## config.mk

```make
export PLATFORM = sky130hd
export DESIGN_NAME = uart_transmitter
export DESIGN_NICKNAME = d
export VERILOG_FILES = /design/src/rtl/uart_transmitter.sv
export SDC_FILE = /design/constraint.sdc
export NUM_CORES = 1
export LEC_CHECK = 0
export CAP_MARGIN = 5
export CORE_MARGIN = 3
export CORE_UTILIZATION = 50
export DETAILED_ROUTE_END_ITERATION = 8
export GPL_TIMING_DRIVEN = 0
export PLACE_DENSITY = 0.76
export SKIP_CTS_REPAIR_TIMING = 1
export SYNTH_ARGS = -nofsm -noshare
export SYNTH_HDL_FRONTEND = slang
export SYNTH_SLANG_ARGS = --single-unit
```

## constraint.sdc

```tcl
create_clock -name baud -period 3.4 [get_ports baud]
set_clock_uncertainty 0.1 [all_clocks]
set_input_delay 1.02 -clock baud [delete_from_list [all_inputs] [get_ports baud]]
set_output_delay 1.02 -clock baud [all_outputs]
set_load 0.02 [all_outputs]
```

## src/rtl/uart_transmitter.sv

```systemverilog
// uart_transmitter
//   Buffered asynchronous serial transmitter. Characters are queued in a
//   small FIFO and sent as frames: one start bit (0), char_size data bits
//   LSB first, then one or two stop bits (1). One bit per baud period.
//
// Ports
//   baud       in   bit clock; every state change happens on its rising edge
//   rst        in   asynchronous active-high reset
//   char_size  in   data bits per character (values clamp to 5..8)
//   stop2      in   0 = one stop bit, 1 = two stop bits
//   tx_en      in   permits starting a new frame
//   data_in    in   character to enqueue (bits above char_size ignored)
//   wr_en      in   enqueue data_in on this edge
//   full       out  FIFO holds FIFO_DEPTH entries
//   ovf        out  sticky: a write was dropped because the FIFO was full
//   rdy        out  FIFO empty and no frame in progress
//   tx         out  serial line, registered, idle high
//   state_dbg  out  current FSM state (0 = IDLE, 1 = DATA, 2 = STOP)
//
// Write handshake: wr_en is a one-cycle request with full acting as the
// inverse of ready. A write is accepted on an edge where wr_en=1 and the
// registered full=0; a write on an edge where full=1 is dropped and sets
// ovf, even if a character is popped on that same edge.

module uart_transmitter #(
    parameter int FIFO_DEPTH = 4
) (
    input  logic       baud,
    input  logic       rst,
    input  logic [3:0] char_size,
    input  logic       stop2,
    input  logic       tx_en,
    input  logic [7:0] data_in,
    input  logic       wr_en,
    output logic       full,
    output logic       ovf,
    output logic       rdy,
    output logic       tx,
    output logic [1:0] state_dbg
);

    localparam int AW = $clog2(FIFO_DEPTH);

    typedef enum logic [1:0] {
        IDLE = 2'd0,
        DATA = 2'd1,
        STOP = 2'd2
    } state_t;

    state_t        state;

    logic [7:0]    mem [FIFO_DEPTH];
    logic [AW-1:0] wr_ptr;
    logic [AW-1:0] rd_ptr;
    logic [AW:0]   count;

    logic [7:0]    shreg;      // remaining data bits, shifted out LSB first
    logic [3:0]    bit_cnt;    // data bits already driven in this frame
    logic [3:0]    n_bits;     // clamped char_size latched at frame start
    logic          stop2_q;    // stop2 latched at frame start
    logic          stop_cnt;   // 1 while in the second of two stop periods

    logic          empty;
    logic          push;
    logic          pop;
    logic          last_stop;
    logic [3:0]    size_clamped;

    assign empty = (count == '0);
    assign full  = (count == (AW+1)'(FIFO_DEPTH));
    assign rdy   = empty && (state == IDLE);
    assign state_dbg = state;

    // The edge that ends the final stop period; a new frame may start here
    // directly so back-to-back frames have no idle gap.
    assign last_stop = (state == STOP) && (!stop2_q || stop_cnt);

    // Pop decisions use the registered count, so a character written on the
    // same edge that IDLE sees an empty FIFO only starts on the next edge.
    assign pop  = tx_en && !empty && ((state == IDLE) || last_stop);
    assign push = wr_en && !full;

    always_comb begin
        size_clamped = char_size;
        if (char_size < 4'd5) begin
            size_clamped = 4'd5;
        end else if (char_size > 4'd8) begin
            size_clamped = 4'd8;
        end
    end

    // FIFO storage: no reset needed, the pointers define what is valid.
    always_ff @(posedge baud) begin
        if (push && !rst) begin
            mem[wr_ptr] <= data_in;
        end
    end

    // FIFO pointers, occupancy and overflow flag. Pointers wrap naturally
    // because FIFO_DEPTH is a power of two.
    always_ff @(posedge baud or posedge rst) begin
        if (rst) begin
            wr_ptr <= '0;
            rd_ptr <= '0;
            count  <= '0;
            ovf    <= 1'b0;
        end else begin
            if (push) begin
                wr_ptr <= wr_ptr + 1'b1;
            end
            if (pop) begin
                rd_ptr <= rd_ptr + 1'b1;
            end
            case ({push, pop})
                2'b10:   count <= count + 1'b1;
                2'b01:   count <= count - 1'b1;
                default: count <= count;
            endcase
            if (wr_en && full) begin
                ovf <= 1'b1;
            end
        end
    end

    // Frame sequencer. pop is only ever true in IDLE or at the last stop
    // edge, so it is handled first as the common "start a frame" action.
    always_ff @(posedge baud or posedge rst) begin
        if (rst) begin
            state    <= IDLE;
            tx       <= 1'b1;
            shreg    <= '0;
            bit_cnt  <= '0;
            n_bits   <= 4'd8;
            stop2_q  <= 1'b0;
            stop_cnt <= 1'b0;
        end else if (pop) begin
            tx       <= 1'b0;
            shreg    <= mem[rd_ptr];
            n_bits   <= size_clamped;
            stop2_q  <= stop2;
            bit_cnt  <= '0;
            stop_cnt <= 1'b0;
            state    <= DATA;
        end else begin
            case (state)
                IDLE: begin
                    tx <= 1'b1;
                end
                DATA: begin
                    if (bit_cnt == n_bits) begin
                        tx       <= 1'b1;
                        stop_cnt <= 1'b0;
                        state    <= STOP;
                    end else begin
                        tx      <= shreg[0];
                        shreg   <= {1'b0, shreg[7:1]};
                        bit_cnt <= bit_cnt + 1'b1;
                    end
                end
                STOP: begin
                    tx <= 1'b1;
                    if (last_stop) begin
                        state <= IDLE;
                    end else begin
                        stop_cnt <= 1'b1;
                    end
                end
                default: begin
                    tx    <= 1'b1;
                    state <= IDLE;
                end
            endcase
        end
    end

endmodule

```

==> results.yml <==
critical_path:
  end_kind: "output port"
  critPathRequiredTime_ns: 2.28
  cp-start-kind: "flip-flop"
  cp.arrival_ns: 1.94
  worst_r2r_path_depth: 10
  reg2reg_to: "count[2]"
  worstReg2RegStart: "state_dbg[1]"
  ff2ff_setup_slack_ns: 1.13
  crit_type: "reg2out"
  cp_max_fo: 4
clock_network:
  clk_path_buf_depth: 2
  cts_tree: "yes"
  path_clk_slew_ns: 0.06
  cts-root-buf: "clkbuf_8"
  htreeDepth: 3
  numCtsBuffers: 9
  clock_latency_ns: 0.33
  clock-sinks: 61
global_route:
  overflow: 0
  grt_max_degree: 30
  grt_usage_pct: 16.49
  grt_pass1_wl_um: 7707
  antenna_found_initial: 0
  grt_pass1_vias: 1673
floorplan:
  ios: 23
  die_h_um: 78.89
  dieArea_um2: 6223
  start_util_pct: 54.09
  rows: 25
  die_w_um: 78.89
  fp.coreArea_um2: 4911
synthesis:
  avgSynthCellArea_um2: 14.84
  synthCells: 179
  synth_nets: 203
  synth-main-ff-cell: "edfxtp_1"
  syn_area_um2: 2656
  async_reset_ff_share_pct: 47.54
  synth_edf_count: 32
  yosys.cell_types.count: 40
  netlist.area_leader.share_pct: 36.18
  synth_top_cells_by_area: "edfxtp_1 (36%), dfrtp_1 (25%), mux4_2 (6.8%), nand2_1 (3.3%), ha_1 (2.8%)"
  yosys_warnings: 0
  synth_top_area_cell: "edfxtp_1"
  yosysSeqAreaShare_pct: 63.59
  yosys-top-cells-count: "edfxtp_1 (32), dfrtp_1 (27), nand2_1 (23)"
  ys_ff_latch: 61
  synth.most_common_cell: "edfxtp_1"
sta:
  hold_ws_ns: 0.3631
  slew-limit-headroom_pct: 27.59
  fmax_mhz: 326.8
  min_period_ns: 3.060
  worst_pin_slew_ns: 1.085
  rsz0062_at_grt: "false"
  fin_crit_sh_pct: 89.99
  fin_setup_tns_ns: 0
  setup_viol: 0
  finalHoldViolations: 0
  drv_slew: 0
detailed_routing:
  first_pass_iters: 4
  wl_per_cell_um: 16.13
  num_vias: 1515
  antenna_left: 0
  dr.first_iter.drc_count: 82
  drt-vias-per-instance: 5.353
  routed_wl_um: 4566
  drc_errors: 0
pwr:
  p_int_mw: 1.826
  ir_worst_vdd_mv: 0.3848
  pwr-share-clk_pct: 21.3
  switching_power_mw: 0.9473
  p_leak_nw: 1.211
  finalPower_mw: 2.773
  powerDensity_nw_per_um2: 883.0
  seqPwrFrac_pct: 41.0
  swShare_pct: 34.16
  combPwrFrac_pct: 37.6
layout:
  n_antenna_cell: 0
  final_area_um2: 3141
  nets: 236
  area_delta_synth_final_pct: 18.23
  fillCellCount: 380
  drive_gt1_share_pct: 19.91
  final_util_pct: 63.95
hold_path:
  hp-class: "reg2reg"
  whs_endpoint: "ovf"
  hp-start: "ovf"
  whs_path_depth: 1
run:
  maxCapViolations: 0
status:
  status: "finished, final reports clean"
placement:
  io_buffers: 22
  gp_congestion: 0.7549
  place_area_um2: 2960
  hpwlAfterDp_um: 3200
==> registers in the layout, summed over array words and instances (netlist names) <==
signal,flops
mem,32
shreg,8
bit_cnt,4
n_bits,4
count,3
rd_ptr,2
state_dbg,2
wr_ptr,2
ovf,1
stop2_q,1
stop_cnt,1
tx,1
==> layout make-up <==
type | count | area (µm²) | area share, %
Clock buffer | 10 | 127.6 | 4.064
Multi-Input combinational cell | 101 | 859.6 | 27.37
Timing Repair Buffer | 22 | 220.2 | 7.012
Inverter | 10 | 37.54 | 1.195
Sequential cell | 61 | 1689 | 53.78
Clock inverter | 5 | 52.55 | 1.673
Tap cell | 67 | 83.83 | 2.669
Buffer | 7 | 70.07 | 2.231
==> how the worst max path moves through the flow <==
stage | start | to | slack (ns)
5_1_grt | count[2] | rdy | 0.25
3_5_place_dp | tx_en | count[2] | 0.17
2_1_floorplan | tx_en | count[2] | 0.90
4_1_cts | count[2] | rdy | 0.31
3_3_place_gp | tx_en | count[2] | 0.25
6_report | count[2] | rdy | 0.34
==> critical path: stages (launching register included) <==
cell and delay, ns:
dfrtp_1 0.41, or3_4 0.42, nor3_1 0.14, clkdlybuf4s50_1 0.64
==> layer usage <==
layer | vias up | global-route usage (%) | share of wire [%]
met5 | - | 0 | 0
met4 | 0 | 8.247 | 1.7
met3 | 10 | 3.741 | 3.8
met2 | 32 | 29.20 | 53
met1 | 762 | 18.72 | 42
li1 | 711 | - | -
==> through the flow <==
step / cells / setup WS (ns)
floorplan: 179 / 0.9032
global placement: 268 / 0.2524
detailed placement: 268 / 0.1662
CTS: 283 / 0.3141
global route: 283 / 0.2474
finish: 283 / 0.3404
==> cells by family after synthesis <==
kind of cell             Yosys count  synth area share (%)
AO/OA/AOI/OAI                     26                 7.584
flip-flops                        61                 63.59
XOR/XNOR                          10                 3.297
multiplexers                      13                 8.902
AND/OR/NAND/NOR                   45                 8.997
buffers and inverters             17                 4.050
adder cells (fa/ha/maj)            7                 3.580
==> layout by cell type, fill, tap and decap left out, types with 2 or more instances in the layout <==
cell type / n
ha_1: 6
edfxtp_1: 32
a22oi_1: 3
xnor2_1: 8
mux2_2: 2
o2bb2ai_1: 2
xor2_1: 2
nand2b_1: 3
mux4_2: 8
buf_6: 3
mux2i_1: 2
dfstp_2: 2
o21ai_0: 6
and2_1: 4
nor3_1: 2
nand4_1: 2
clkbuf_8: 9
o31ai_1: 2
clkinv_2: 3
inv_1: 9
nor2_1: 5
o21ai_1: 4
a22oi_2: 4
dfrtp_1: 27
clkdlybuf4s50_1: 22
a21oi_1: 2
nand2_1: 23
==> power groups by stage <==
stage          logic, mW  registers (mW)  clock network, mW
6_report            1.04            1.14              0.592
5_1_grt             1.15            1.16              0.638
4_1_cts             1.06            1.14              0.604
3_5_place_dp        1.05            1.15                  0
3_3_place_gp       0.994            1.13                  0
2_1_floorplan      0.770            1.14                  0
(Power assumes the default switching activity.)
